### src/rtl/dma_pkg.sv
// Shared encodings for the DMA handshake: mode_io values, responder FSM states
// and status-word bit offsets, common to the controller, processor model and I/O ports.
package dma_pkg;

    localparam logic [1:0] MODE_IDLE = 2'b00;
    localparam logic [1:0] MODE_SRC  = 2'b01;
    localparam logic [1:0] MODE_SNK  = 2'b10;

    typedef enum logic [1:0] {
        ST_IDLE = 2'd0,
        ST_REQ  = 2'd1,
        ST_ACK  = 2'd2
    } dma_state_e;

    // Flag offsets above the word_count field: {ovf, unf, full, empty, word_count}
    localparam int STAT_EMPTY_OFS = 0;
    localparam int STAT_FULL_OFS  = 1;
    localparam int STAT_UNF_OFS   = 2;
    localparam int STAT_OVF_OFS   = 3;

    function automatic int status_bits(input int depth);
        return $clog2(depth) + 1 + 4;
    endfunction

endpackage

### src/rtl/sync_fifo.sv
// Single-clock FIFO with combinational head, occupancy count and sticky
// overflow/underflow flags. A simultaneous push and pop both take effect.
module sync_fifo #(
    parameter int DW    = 8,
    parameter int DEPTH = 4,
    localparam int PW   = $clog2(DEPTH),
    localparam int CW   = PW + 1
) (
    input  logic          clk,
    input  logic          rst,
    input  logic          push_i,
    input  logic [DW-1:0] wdata_i,
    input  logic          push_drop_i,
    input  logic          pop_i,
    output logic [DW-1:0] rdata_o,
    output logic          full_o,
    output logic          empty_o,
    output logic [CW-1:0] count_o,
    output logic          ovf_o,
    output logic          unf_o
);

    logic [DW-1:0] mem_q [DEPTH];
    logic [PW-1:0] wr_ptr_q, rd_ptr_q;
    logic [CW-1:0] count_q, count_d;
    logic          ovf_q, ovf_d;
    logic          unf_q, unf_d;
    logic          do_push, do_pop;

    assign full_o  = (count_q == CW'(DEPTH));
    assign empty_o = (count_q == '0);
    assign count_o = count_q;
    assign ovf_o   = ovf_q;
    assign unf_o   = unf_q;
    assign rdata_o = mem_q[rd_ptr_q];

    // A pop in the same cycle frees the slot, so a push into a full FIFO still lands then.
    assign do_pop  = pop_i && !empty_o;
    assign do_push = push_i && (!full_o || do_pop);

    always_comb begin
        count_d = count_q;
        unique case ({do_push, do_pop})
            2'b10:   count_d = count_q + CW'(1);
            2'b01:   count_d = count_q - CW'(1);
            default: count_d = count_q;
        endcase
        ovf_d = ovf_q | (push_i && !do_push) | push_drop_i;
        unf_d = unf_q | (pop_i && empty_o);
    end

    always_ff @(posedge clk) begin
        if (do_push) begin
            mem_q[wr_ptr_q] <= wdata_i;
        end
    end

    always_ff @(posedge clk) begin
        if (rst) begin
            wr_ptr_q <= '0;
            rd_ptr_q <= '0;
            count_q  <= '0;
            ovf_q    <= 1'b0;
            unf_q    <= 1'b0;
        end else begin
            if (do_push) wr_ptr_q <= wr_ptr_q + PW'(1);
            if (do_pop)  rd_ptr_q <= rd_ptr_q + PW'(1);
            count_q <= count_d;
            ovf_q   <= ovf_d;
            unf_q   <= unf_d;
        end
    end

endmodule

### src/rtl/dma_io_responder.sv
// I/O-port end of the DREQ/DACK handshake: buffers words in a FIFO, requests
// DMA service, moves one word per dack and answers PIO data/status cycles.
module dma_io_responder
    import dma_pkg::*;
#(
    parameter int            DW        = 8,
    parameter int            AW        = 8,
    parameter int            DEPTH     = 4,
    parameter logic [AW-1:0] BASE_ADDR = 8'h40,
    localparam int           CW        = $clog2(DEPTH) + 1
) (
    input  logic          clk,
    input  logic          rst,
    input  logic [1:0]    mode_io,
    input  logic          enable,
    input  logic          read_io,
    input  logic [AW-1:0] addr,
    input  logic [DW-1:0] data_in,
    output logic [DW-1:0] data_out,
    output logic          data_oe,
    output logic          dreq,
    input  logic          dack,
    input  logic          dev_wr,
    input  logic [DW-1:0] dev_wdata,
    input  logic          dev_rd,
    output logic [DW-1:0] dev_rdata,
    output logic [CW-1:0] word_count,
    output logic          ovf,
    output logic          unf
);

    localparam logic [AW-1:0] STAT_ADDR = BASE_ADDR + AW'(1);
    localparam int            STAT_W    = status_bits(DEPTH);

    dma_state_e    state_q;
    logic          dreq_q;

    logic [DW-1:0] fifo_rdata;
    logic          fifo_full, fifo_empty;
    logic [CW-1:0] fifo_count;
    logic          fifo_ovf, fifo_unf;
    logic          fifo_push, fifo_pop, push_drop;
    logic [DW-1:0] fifo_wdata;

    logic          mode_src, mode_snk, mode_ready;
    logic          dma_xfer, dma_src_rd, dma_snk_wr;
    logic          pio_cycle, pio_data_wr, pio_data_rd, pio_stat_rd;
    logic          bus_push, bus_pop, head_rd, stat_rd;
    logic [DW-1:0] status_word;

    assign mode_src   = (mode_io == MODE_SRC);
    assign mode_snk   = (mode_io == MODE_SNK);
    assign mode_ready = (mode_src && !fifo_empty) || (mode_snk && !fifo_full);

    // A DMA word moves only from REQ; dack held high through ACK is just the tail of the same cycle.
    assign dma_xfer   = !rst && (state_q == ST_REQ) && dack && enable &&
                        ((mode_src && read_io) || (mode_snk && !read_io));
    assign dma_src_rd = dma_xfer && mode_src;
    assign dma_snk_wr = dma_xfer && mode_snk;

    assign pio_cycle   = !rst && enable && !dack;
    assign pio_data_wr = pio_cycle && !read_io && (addr == BASE_ADDR);
    assign pio_data_rd = pio_cycle &&  read_io && (addr == BASE_ADDR);
    assign pio_stat_rd = pio_cycle &&  read_io && (addr == STAT_ADDR);

    assign bus_push = dma_snk_wr || pio_data_wr;
    assign bus_pop  = dma_src_rd || pio_data_rd;
    assign head_rd  = bus_pop;
    assign stat_rd  = pio_stat_rd;

    // Two pushes in one cycle cannot both land: the bus word wins and the lost
    // device word is reported through ovf. Coincident pops remove a single word.
    assign fifo_push  = !rst && (bus_push || dev_wr);
    assign fifo_wdata = bus_push ? data_in : dev_wdata;
    assign push_drop  = bus_push && dev_wr;
    assign fifo_pop   = !rst && (bus_pop || dev_rd);

    sync_fifo #(
        .DW    (DW),
        .DEPTH (DEPTH)
    ) u_fifo (
        .clk         (clk),
        .rst         (rst),
        .push_i      (fifo_push),
        .wdata_i     (fifo_wdata),
        .push_drop_i (push_drop),
        .pop_i       (fifo_pop),
        .rdata_o     (fifo_rdata),
        .full_o      (fifo_full),
        .empty_o     (fifo_empty),
        .count_o     (fifo_count),
        .ovf_o       (fifo_ovf),
        .unf_o       (fifo_unf)
    );

    always_comb begin
        status_word = '0;
        status_word[CW-1:0]                 = fifo_count;
        status_word[CW + STAT_EMPTY_OFS]    = fifo_empty;
        status_word[CW + STAT_FULL_OFS]     = fifo_full;
        status_word[CW + STAT_UNF_OFS]      = fifo_unf;
        status_word[CW + STAT_OVF_OFS]      = fifo_ovf;
    end

    always_comb begin
        data_out = '0;
        if (head_rd) begin
            data_out = fifo_empty ? '0 : fifo_rdata;
        end else if (stat_rd) begin
            data_out = status_word;
        end
    end

    assign data_oe = head_rd || stat_rd;

    always_ff @(posedge clk) begin
        if (rst) begin
            state_q <= ST_IDLE;
            dreq_q  <= 1'b0;
        end else begin
            unique case (state_q)
                ST_IDLE: begin
                    if (mode_ready) begin
                        state_q <= ST_REQ;
                        dreq_q  <= 1'b1;
                    end
                end
                ST_REQ: begin
                    if (dma_xfer) begin
                        state_q <= ST_ACK;
                        dreq_q  <= 1'b0;
                    end else if (!mode_ready) begin
                        state_q <= ST_IDLE;
                        dreq_q  <= 1'b0;
                    end
                end
                ST_ACK: begin
                    dreq_q <= 1'b0;
                    if (!dack) state_q <= ST_IDLE;
                end
                default: begin
                    state_q <= ST_IDLE;
                    dreq_q  <= 1'b0;
                end
            endcase
        end
    end

    assign dreq       = dreq_q;
    assign dev_rdata  = fifo_rdata;
    assign word_count = fifo_count;
    assign ovf        = fifo_ovf;
    assign unf        = fifo_unf;

    // Status word must fit the data bus; STAT_W is referenced so a too-narrow DW shows up in review.
    logic unused_stat_w;
    assign unused_stat_w = (STAT_W > DW);

endmodule

### config.mk
export PLATFORM = sky130hd
export DESIGN_NAME = dma_io_responder
export DESIGN_NICKNAME = d
export VERILOG_FILES = /design/src/rtl/dma_pkg.sv /design/src/rtl/sync_fifo.sv /design/src/rtl/dma_io_responder.sv
export SDC_FILE = /design/constraint.sdc
export NUM_CORES = 1
export LEC_CHECK = 0
export CAP_MARGIN = 20
export CELL_PAD_IN_SITES_DETAIL_PLACEMENT = 1
export CELL_PAD_IN_SITES_GLOBAL_PLACEMENT = 1
export CORE_MARGIN = 2
export CORE_UTILIZATION = 39
export DETAILED_ROUTE_END_ITERATION = 12
export HOLD_SLACK_MARGIN = 0.15
export PLACE_DENSITY = 0.84
export SYNTH_ARGS = -nofsm -noshare
export SYNTH_HDL_FRONTEND = slang
export SYNTH_SLANG_ARGS = --single-unit
### constraint.sdc
create_clock -name clk -period 3.2 [get_ports clk]
set_input_delay 0.32 -clock clk [delete_from_list [all_inputs] [get_ports clk]]
set_output_delay 0.32 -clock clk [all_outputs]
set_load 0.02 [all_outputs]
Yosys cells after proc, flatten, opt, wreduce, memory -nomap -nowiden
Memory sizes are Yosys's and may differ from the RTL's. A register that Yosys moved wholly into a read port is not among the register bits.
Index checks and enable logic that the tools add are counted.
W data, S select, Z words.
{ "op_classes": {"add_sub_neg": 4, "eq_ne": 12, "mux": 18, "bitwise": 3, "reduce_logical": 43} }
{ "ops": {"columns": ["op", "count"], "rows": [
  ["$logic_and A1 B1 Y1", 24],
  ["$mux W8", 3],
  ["$eq A8 B7 Y1 const B", 2],
  ["$mux W2", 6],
  ["$logic_or A1 B1 Y1", 8],
  ["$mux W7", 1],
  ["$eq A2 B1 Y1 const B", 3],
  ["$eq A2 B2 Y1 const B", 3],
  ["$logic_not A1 Y1", 6],
  ["$pmux W2 S3", 1],
  ["$pmux W3 S2", 1],
  ["$mux W1", 5],
  ["$add A2 B1 Y2 const B", 2],
  ["$ne A2 B2 Y1 const B", 2],
  ["$add A3 B1 Y3 const B", 1],
  ["$eq A3 B3 Y1 const B", 1],
  ["$logic_not A3 Y1", 1],
  ["$ne A3 B3 Y1 const B", 1],
  ["$or A1 B1 Y1", 3],
  ["$reduce_and A3 Y1", 1],
  ["$sub A3 B1 Y3 const B", 1],
  ["$logic_not A2 Y1", 1],
  ["$pmux W1 S2", 1],
  ["$reduce_and A2 Y1", 1],
  ["$reduce_bool A2 Y1", 1]
]} }
{ "word_totals": {"reg_bits": 12, "ramBits": 32, "inputBits": 33, "out_inout_bits": 23, "wordCells": 88, "memories": 1} }
{ "memory_table": {"columns": ["name", "depth", "word_bits", "read_ports", "rd_clocked_by_memory_dff", "write_ports", "line_no", "rtl"], "rows": [
  ["u_fifo.mem_q", 4, 8, 1, 1, 1, "sync_fifo.sv:23", "logic [DW-1:0] mem_q [DEPTH];"]
]} }

Longest topological paths before layout
Gate-level depths: netlist of the first run.
{ "logic_depth": {"depth_word": 16, "ltp_mapped": 11, "depth_no_buf": 11} }

Hierarchy
A second synthesis of the first run with hierarchy kept.
{ "hier_totals": {"hier_cells": 154, "hier_area_um2": 2160.8} }
{ "modules_own_cells": {"columns": ["module", "instances", "cells_each", "area_each_um2", "seq_area_each_um2"], "rows": [
  ["sync_fifo", 1, 102, 1710.4, 1181.1],
  ["dma_io_responder", 1, 52, 450.4, 60.1]
]} }

Worst setup path before layout of the first run
No wires, ideal clock.
{ "synth_timing": {"kind": "input port to flip-flop", "startpoint": "in rst", "endpoint": "reg u_fifo.count_q[2], in the netlist u_fifo.count_o[2]", "setup_ns": 0.072, "arrival_time_ns": 2.946, "t_required_ns": 3.128, "slack_ns": 0.183, "cell_stages": 10, "n_path_buf": 0, "cell_sequence": "or4b_4 -> or4_4 -> a31oi_2 -> and2_1 -> ha_1 -> inv_1 -> fa_1 -> xor2_1 -> or3_1 -> a21oi_1"} }
{ "synth_via": {"elab_chain_cells": 14, "elab_cells_between_ends": 26, "classes_between": "2 x eq/ne; 1 x mux; 23 x reduce/logical"} }
{ "synth_lines": {"columns": ["item", "line_no", "rtl"], "rows": [
  ["start, declared", "dma_io_responder.sv:13", "input logic rst,"],
  ["$logic_not A1 Y1 (*)", "dma_io_responder.sv:56, dma_io_responder.sv:61, dma_io_responder.sv:76", null],
  ["$logic_and A1 B1 Y1 (4 in a row)", "dma_io_responder.sv:56", "assign dma_xfer = !rst && (state_q == ST_REQ) && dack && enable &&"],
  ["$logic_and A1 B1 Y1", "dma_io_responder.sv:58", "assign dma_src_rd = dma_xfer && mode_src;"],
  ["$logic_or A1 B1 Y1", "dma_io_responder.sv:67", "assign bus_pop = dma_src_rd || pio_data_rd;"],
  ["$logic_or A1 B1 Y1", "dma_io_responder.sv:76", "assign fifo_pop = !rst && (bus_pop || dev_rd);"],
  ["$logic_and A1 B1 Y1 (*)", "dma_io_responder.sv:76", null],
  ["$logic_and A1 B1 Y1 (*)", "sync_fifo.sv:38", "assign do_pop = pop_i && !empty_o;"],
  ["via u_fifo.do_pop", "sync_fifo.sv:28", "logic do_push, do_pop;"],
  ["$logic_or A1 B1 Y1", "sync_fifo.sv:39", "assign do_push = push_i && (!full_o || do_pop);"],
  ["$logic_and A1 B1 Y1", "sync_fifo.sv:39", null],
  ["$eq A2 B1 Y1 or $eq A2 B2 Y1 (tied branches)", "sync_fifo.sv:43", "unique case ({do_push, do_pop})"],
  ["$pmux W3 S2 or $reduce_bool A2 Y1 (tied branches)", null, null],
  ["end signal, assigned", "sync_fifo.sv:68", "count_q <= count_d;"],
  ["end, declared", "sync_fifo.sv:25", "logic [CW-1:0] count_q, count_d;"]
]} }
The timed path passes the listed nets; every way through them passes the cells marked *.
A chain may end at the register's enable or synchronous reset.

Worst setup path in the final report of the first run
{ "layout_timing": {"startpoint": "in rst", "endpoint": "reg u_fifo.count_q[2], in the netlist u_fifo.count_o[2]"} }
{ "layout_via": {"elab_chain_cells": 14, "elab_cells_between_ends": 26, "classes_between": "2 x eq/ne; 1 x mux; 23 x reduce/logical"} }
{ "layout_lines": {"columns": ["item", "line_no"], "rows": [
  ["$logic_not A1 Y1", null],
  ["$logic_and A1 B1 Y1 (4 in a row)", "dma_io_responder.sv:56"],
  ["$logic_and A1 B1 Y1", "dma_io_responder.sv:58"],
  ["$logic_or A1 B1 Y1", "dma_io_responder.sv:67"],
  ["$logic_or A1 B1 Y1", "dma_io_responder.sv:76"],
  ["$logic_and A1 B1 Y1", "dma_io_responder.sv:76"],
  ["$logic_and A1 B1 Y1", "sync_fifo.sv:38"],
  ["$logic_or A1 B1 Y1", "sync_fifo.sv:39"],
  ["$logic_and A1 B1 Y1", "sync_fifo.sv:39"],
  ["$eq A2 B1 Y1 or $eq A2 B2 Y1 (tied branches)", "sync_fifo.sv:43"],
  ["$pmux W3 S2 or $reduce_bool A2 Y1 (tied branches)", null]
]} }
Several ways; a longest one is shown, not always the timed one.

==> results of run 1 <==
stage by stage:
step | TNS (ns) | std cells | worst slack (ns) | cell area, sq um | power [uW]
after floorplan | 0 | 157 | 0.183 | 2190 | 835
after global placement | -1.42 | 301 | -0.172 | 2990 | 971
after CTS | 0 | 309 | 0.0317 | 3070 | 1330
final | 0 | 309 | 0.0662 | 3090 | 1320
after global routing | -0.0329 | 309 | -0.0329 | 3090 | 1380
after detailed placement | -1.81 | 301 | -0.276 | 2990 | 982
registers in the layout, summed over array words and instances, names as in the netlist, named ones only:
signal and count:
dreq 1, u_fifo.mem_q 32, u_fifo.count_o 3, u_fifo.wr_ptr_q 2
state_q 2, u_fifo.unf_o 1, u_fifo.rd_ptr_q 2, u_fifo.ovf_o 1
cells by family after synthesis:
kind of cell	count (synthesis)
adders and majority gates	6
DFF	46
xor gates and xnor gates	3
AOI/OAI and AO/OA	25
buffers and inverters	14
and+or+nand+nor	45
muxes	18
what timing repair did:
action | CTS | global route
gates resized for setup | 8 | 6
setup endpoints to repair | 8 | 3
gates cloned | 0 | 0
worst paths after layout:
kind                            depth (start not counted)  slack [ns]                        endpoint
worst max-delay path                                   13        0.07  u_fifo.count_o[2]$_SDFFE_PP0P_
worst min-delay path                                    2        0.50         state_q[1]$_SDFFE_PP0P_
worst max register to register                         10        0.71  u_fifo.count_o[2]$_SDFFE_PP0P_
worst min register to register                          2        0.50         state_q[1]$_SDFFE_PP0P_
metal layers:
metal	GRT usage (%)	up-vias	routed length, um
met4	6.03	0	81
met2	32.9	29	2930
met1	23.0	756	2410
li1	-	750	-
met3	2.84	7	132
met5	0	-	0
cells in the final DEF (no fill, tap or decap), types with 3 or more instances in the layout:
cell	instances
mux2_2	8
clkbuf_8	5
dlygate4sd2_1	6
inv_1	10
a21oi_1	4
dfxtp_1	14
or4_4	3
buf_4	19
clkdlybuf4s50_1	47
nor2_1	14
edfxtp_1	32
mux4_2	8
ha_1	5
nand2_1	6
and2_1	8
a22o_1	7
final cells by class:
cell class              instances  area share, %
multi-input cells              97           29.3
clock buffers                   5           2.23
inverters                      10           1.21
well taps                      72           2.91
flip-flops and latches         46           40.2
repair buffers                 76           23.5
clock inverters                 3          0.688
worst max-delay path: stages:
cell             delay, ns
clkdlybuf4s50_1       0.43
or4b_4                0.55
buf_4                 0.15
or4_4                 0.50
a21oi_4               0.18
o221a_2               0.21
inv_1                 0.05
ha_1                  0.19
inv_1                 0.08
fa_2                  0.20
xor2_1                0.07
or3_1                 0.32
a21oi_2               0.13
power groups by stage:
stage / Sequential, uW / Combinational (uW) / Clock [uW]
2_1_floorplan: 701 / 135 / 0
3_3_place_gp: 708 / 263 / 0
3_5_place_dp: 710 / 272 / 0
4_1_cts: 696 / 275 / 356
5_1_grt: 701 / 298 / 382
6_report: 695 / 276 / 349
==> out/metrics.yaml, run 1 <==
run_status: "finished clean"
synth.cell_area_sq_um: 2190
num-fill-cells: 589
postSynthNetCount: 196
r2r-start: "state_q[1]$_SDFFE_PP0P_"
crit_path_end_kind: "register"
leading_cell_type_by_number_of_instances_after_synthesis: "edfxtp_1"
die_area_sq_um: 6230
p_switching_uw: 352
wl_per_cell_um: 18.0
antenna_found_initial: 0
power_leakage_uw: 0.00113
hold_path.startpoint: "state_q[1]$_SDFFE_PP0P_"
io_buffers: 55
yosysSeqAreaShare_pct: 56.7
wirelength_um: 5550
netSwitchingFraction_pct: 26.7
fin_skew_ns: 0.00449
seqPwrFrac_pct: 52.6
routability_congestion_estimate_from_global_placement: 0.762
final-seq-area_sq_um: 1240
post_synth_fa_ha_maj_area_fraction_pct: 3.77
die_y_um: 78.9
power_density_nw_per_um2: 427
clk-insertion-delay-late_ns: 0.29
syn_inst: 157
grt_start_max_net_pins: 16
fraction_of_power_consumed_by_combinational_cells_pct: 20.9
grt_util_all_layers_pct: 18.5
num_vias: 1542
worst_setup_path_startpoint: "rst"
global_route_wire_length_before_repair_um: 8660
hold_ws_ns: 0.501
initial_core_util_pct: 40.0
clk_transition_reported_paths_ns: 0.09
clock_tree.root_cell: "clkbuf_8"
number_of_enable_flip_flop_cells_after_synthesis: 32
ir_worst_vdd_uv: 277
report.final.setup_viol: 0
diodes_inserted: 0
worst-slew-pin-transition_ns: 0.560
worst_ep_required_time_ns: 3.44
timing.final.crit_period_ns: 3.13
detail_route.iter0.violations: 41
area_growth_syn_to_layout_pct: 41.2
tritoncts_num_sinks: 46
synth_xor_area_share_pct: 1.20
timing_worst_setup_path_type: "input port to register"
post_synth_and_or_nand_nor_area_fraction_pct: 11.7
largest_family_of_logic_cells_by_synthesized_area: "multiplexers"
fmax_mhz: 319
syn_area_per_cell_sq_um: 13.9
netlist.area_leader.share_pct: 43.9
data_arrival_time_at_the_worst_slack_endpoint_ns: 3.37
timing.max_slew.rel_slack_pct: 62.6
yosys.area.top_type: "edfxtp_1"
remaining_drc_errors: 0
floorplan.core_area_sq_um: 5470
power.share.clock_pct: 26.5
post_drt_via_cell_ratio: 4.99
cts-htree-levels: 2
post_cts.repair.setup_buffers: 0
report.final.hold_viol_count: 0
synth.lib_cells_used.distinct: 45
yosysWarningCount: 0
dr.pass1.iters: 4
maximum_clock_insertion_buffer_count: 2
startpoint_type: "input port"
ys.flop_type: "edfxtp_1"
synthesized_area_fraction_occupied_by_ao_oa_aoi_and_oai_cells_pct: 10.5
share_of_synthesized_registers_carrying_an_async_set_or_reset_pct: 0
postSynthRegisterBits: 46
cts_tree: "yes"
cts_made_buffers: 5
synth.area.mux_share_pct: 13.3
synth_top_cells_by_area: "edfxtp_1, dfxtp_1, mux4_2"
globalRouteOverflowTotal: 0
design.portCount: 56
holdBufCountCts: 0
max_cap_violations: 0
period_share_pct: 97.9
core.rowCount: 27
post_synth_most_frequent_cells: "edfxtp_1, dfxtp_1, nor2_1"
multiInputGateArea_sq_um: 906
antenna_violating_nets_post_route: 0
nets: 275
fraction_of_layout_instances_using_a_drive_strength_above_1_pct: 24.9
internal_power_uw: 969
critical_path.max_fanout: 2
finalMaxSlewViolations: 0
tightest_hold_check_type: "register to register"
first_global_vias: 1696
dieWidth_um: 78.9
dpl.hpwl_um: 4230
finalCoreUtilization_pct: 56.5
No activity file was read; power rests on OpenSTA's default activity.
==> inputs of run 2 (changes only) <==
Settings changed: CORE_MARGIN 2 to 10.
==> run 2 against run 1 <==
Worst hold slack worse by 0.049 ns. Die area is 45% higher. Total power is 8.2% higher. Clock-buffer cell count is 2 higher.
==> out/metrics.yaml, run 2 (synthesis gave the netlist of run 1 again) <==
timing.max_slew.rel_slack_pct: 62.5  # -0.16 points
largest_reg_flops: 32  # unchanged
worst-slew-pin-transition_ns: 0.562  # +0.00234 ns
r2r-start: "state_q[1]$_SDFFE_PP0P_"
crit_top_cell: "inv_1"
critical-path-slowest-cell: "or4_4"
fmax_mhz: 319  # about the same
worstRegToRegCells: 10  # unchanged
clk_transition_reported_paths_ns: 0.09  # about the same
period_share_pct: 97.9  # about the same
finalCoreUtilization_pct: 57.4  # +0.91 points
hold_ws_ns: 0.453  # -0.0486 ns
registers.top_by_ff_count: "u_fifo.mem_q"
report.final.hold_viol_count: 0  # unchanged
placed_cells: 303  # +0.66%
critical_path.max_fanout: 2  # unchanged
cp.depth: 13  # unchanged
holdBufCountCts: 0  # unchanged
grt_start_max_net_pins: 15  # -1
finalNonFillerCells: 312  # +0.97%
finalMaxSlewViolations: 0  # unchanged
floorplan.core_area_sq_um: 5470  # unchanged
dieWidth_um: 94.9  # +20%
num_vias: 1624  # +5.3%
power_density_nw_per_um2: 455  # +6.5%
max_cap_violations: 0  # unchanged
data_arrival_time_at_the_worst_slack_endpoint_ns: 3.37  # about the same
nets: 278  # +1.1%
critical-path-max-stage-delay_ns: 0.49  # -0.06 ns
critPathTopFamily: "simple AND/OR/NAND/NOR gates"
grt_util_all_layers_pct: 14.5  # -4.0 points
worst_ep_required_time_ns: 3.44  # about the same
dr.pass1.iters: 4  # unchanged
worstPathBufferInverterCount: 4  # unchanged
startpoint_type: "input port"
r2r_end: "u_fifo.count_o[2]$_SDFFE_PP0P_"
ir_worst_vdd_uv: 349  # +26%
tightest_hold_check_type: "input port to register"
num-fill-cells: 568  # -3.6%
crit_path_end_kind: "register"
wl_per_cell_um: 20.5  # +14%
dpl.hpwl_um: 4840  # +14%
maximum_clock_insertion_buffer_count: 2  # unchanged
fin_skew_ns: 0.00663  # +0.00213 ns
run_status: "finished clean"
first_global_vias: 1862  # +9.8%
fin_area_sq_um: 3140  # +1.6%
cts-htree-levels: 2  # unchanged
core.rowCount: 27  # unchanged
setup.worst_path.end: "u_fifo.count_o[2]$_SDFFE_PP0P_"
fraction_of_layout_instances_using_a_drive_strength_above_1_pct: 25.8  # +0.94 points
die_area_sq_um: 9010  # +45%
initial_core_util_pct: 40.0  # unchanged
postPlaceCellArea_sq_um: 2990  # about the same
power_leakage_uw: 0.00119  # +5.2%
post_drt_via_cell_ratio: 5.21  # +4.3%
antenna_violating_nets_post_route: 0  # unchanged
cts_tree: "yes"
timing_worst_setup_path_type: "input port to register"
clock_tree.root_cell: "clkbuf_8"
timing.final.crit_period_ns: 3.13  # -0.00216 ns
die_y_um: 94.9  # +20%
cts_made_buffers: 5  # unchanged
io_buffers: 55  # unchanged
accumulated_negative_setup_slack_ns: 0  # unchanged
mostFrequentLayoutCells: "clkdlybuf4s50_1, edfxtp_1, buf_4"
area_growth_syn_to_layout_pct: 43.5
worst_setup_path_startpoint: "enable"
rrSetupSlack_ns: 0.61  # -0.10 ns
layout_commonest_cell: "clkdlybuf4s50_1"
global_route_wire_length_before_repair_um: 9990  # +15%
routability_congestion_estimate_from_global_placement: 0.745  # -2.1%
detail_route.iter0.violations: 55  # +34%
tritoncts_num_sinks: 46  # unchanged
design.portCount: 56  # unchanged
globalRouteOverflowTotal: 0  # unchanged
clk-insertion-delay-late_ns: 0.29  # about the same
antenna_found_initial: 0  # unchanged
worst_path_cell_chain: "clkdlybuf4s50_1 -> or4b_4 -> buf_4 -> or4_4 -> a21oi_4 -> o221a_4 -> inv_1 -> ha_1 -> inv_1 -> fa_2 -> xor2_1 -> or3_1 -> a21oi_2"
remaining_drc_errors: 0  # unchanged
wirelength_um: 6410  # +15%
report.final.setup_viol: 0  # unchanged
diodes_inserted: 0  # unchanged
[run 2: cell count changes in the layout (fill, tap and decap cells not counted), moves of 2 or more]
cell             before  now
clkdlybuf4s50_1      47   45
buf_4                19   23
clkdlybuf4s15_1       2    0
dlygate4sd2_1         6    8
dlymetal6s2s_1        0    2
[run 2: worst min path at each step]
stage,slack [ns],end,startpoint,cells after the start
2_1_floorplan,0.46,state_q[1]$_SDFFE_PP0P_,state_q[1]$_SDFFE_PP0P_,2
3_3_place_gp,0.47,state_q[1]$_SDFFE_PP0P_,state_q[1]$_SDFFE_PP0P_,2
3_5_place_dp,0.49,state_q[1]$_SDFFE_PP0P_,state_q[1]$_SDFFE_PP0P_,2
4_1_cts,0.51,state_q[1]$_SDFFE_PP0P_,state_q[1]$_SDFFE_PP0P_,2
5_1_grt,0.48,u_fifo.count_o[2]$_SDFFE_PP0P_,rst,3
6_report,0.45,u_fifo.count_o[2]$_SDFFE_PP0P_,rst,3
[run 2: worst min-delay path, stage by stage]
cell and delay, ns:
dlymetal6s2s_1 0.11, buf_4 0.23, a21oi_2 0.04
[run 2: per-layer routing]
metal  vias up  track usage [%]  routed length (um)
met3         8             2.62                 234
met1       819             16.3                2540
met2        38             27.3                3530
met4         0             3.87                 107
met5         -                0                   0
li1        759                -                   -
[run 2: report_power, final]
part	leakage [uW]	internal (uW)	switching, uW
sequential	0.000405	664	31.9
clock	0.0000585	255	196
combinational	0.000722	152	131
total	0.00119	1070	359
[run 2: cell type report]
type / count / area (sq um) / share of cell area [%]
clock buffers: 7 / 86.3 / 2.75
clock inverters: 1 / 30.0 / 0.956
inverters: 10 / 37.5 / 1.20
multi-input cells: 97 / 917 / 29.2
flip-flops and latches: 46 / 1240 / 39.5
well taps: 72 / 90.1 / 2.87
repair buffers: 79 / 738 / 23.5
[run 2: through the flow]
step	worst slack, ns	total power (uW)
floorplan	0.183	835
global placement	-0.169	972
detailed placement	-0.282	986
CTS	0.0148	1440
global route	-0.0263	1500
finish	0.0683	1430
[run 2: repair_timing]
| item | in CTS | in global routing |
|---|---|---|
| setup buffers | 0 | 1 |
| gates resized for setup | 8 | 8 |
| endpoints found under the setup margin | 8 | 4 |
| pin swaps | 0 | 5 |
==> inputs of run 3 (changes only) <==
Settings changed: SLEW_MARGIN from default to 20.
==> results of run 3 <==
The final DEF is identical to that of run 2; final timing and power are the same.
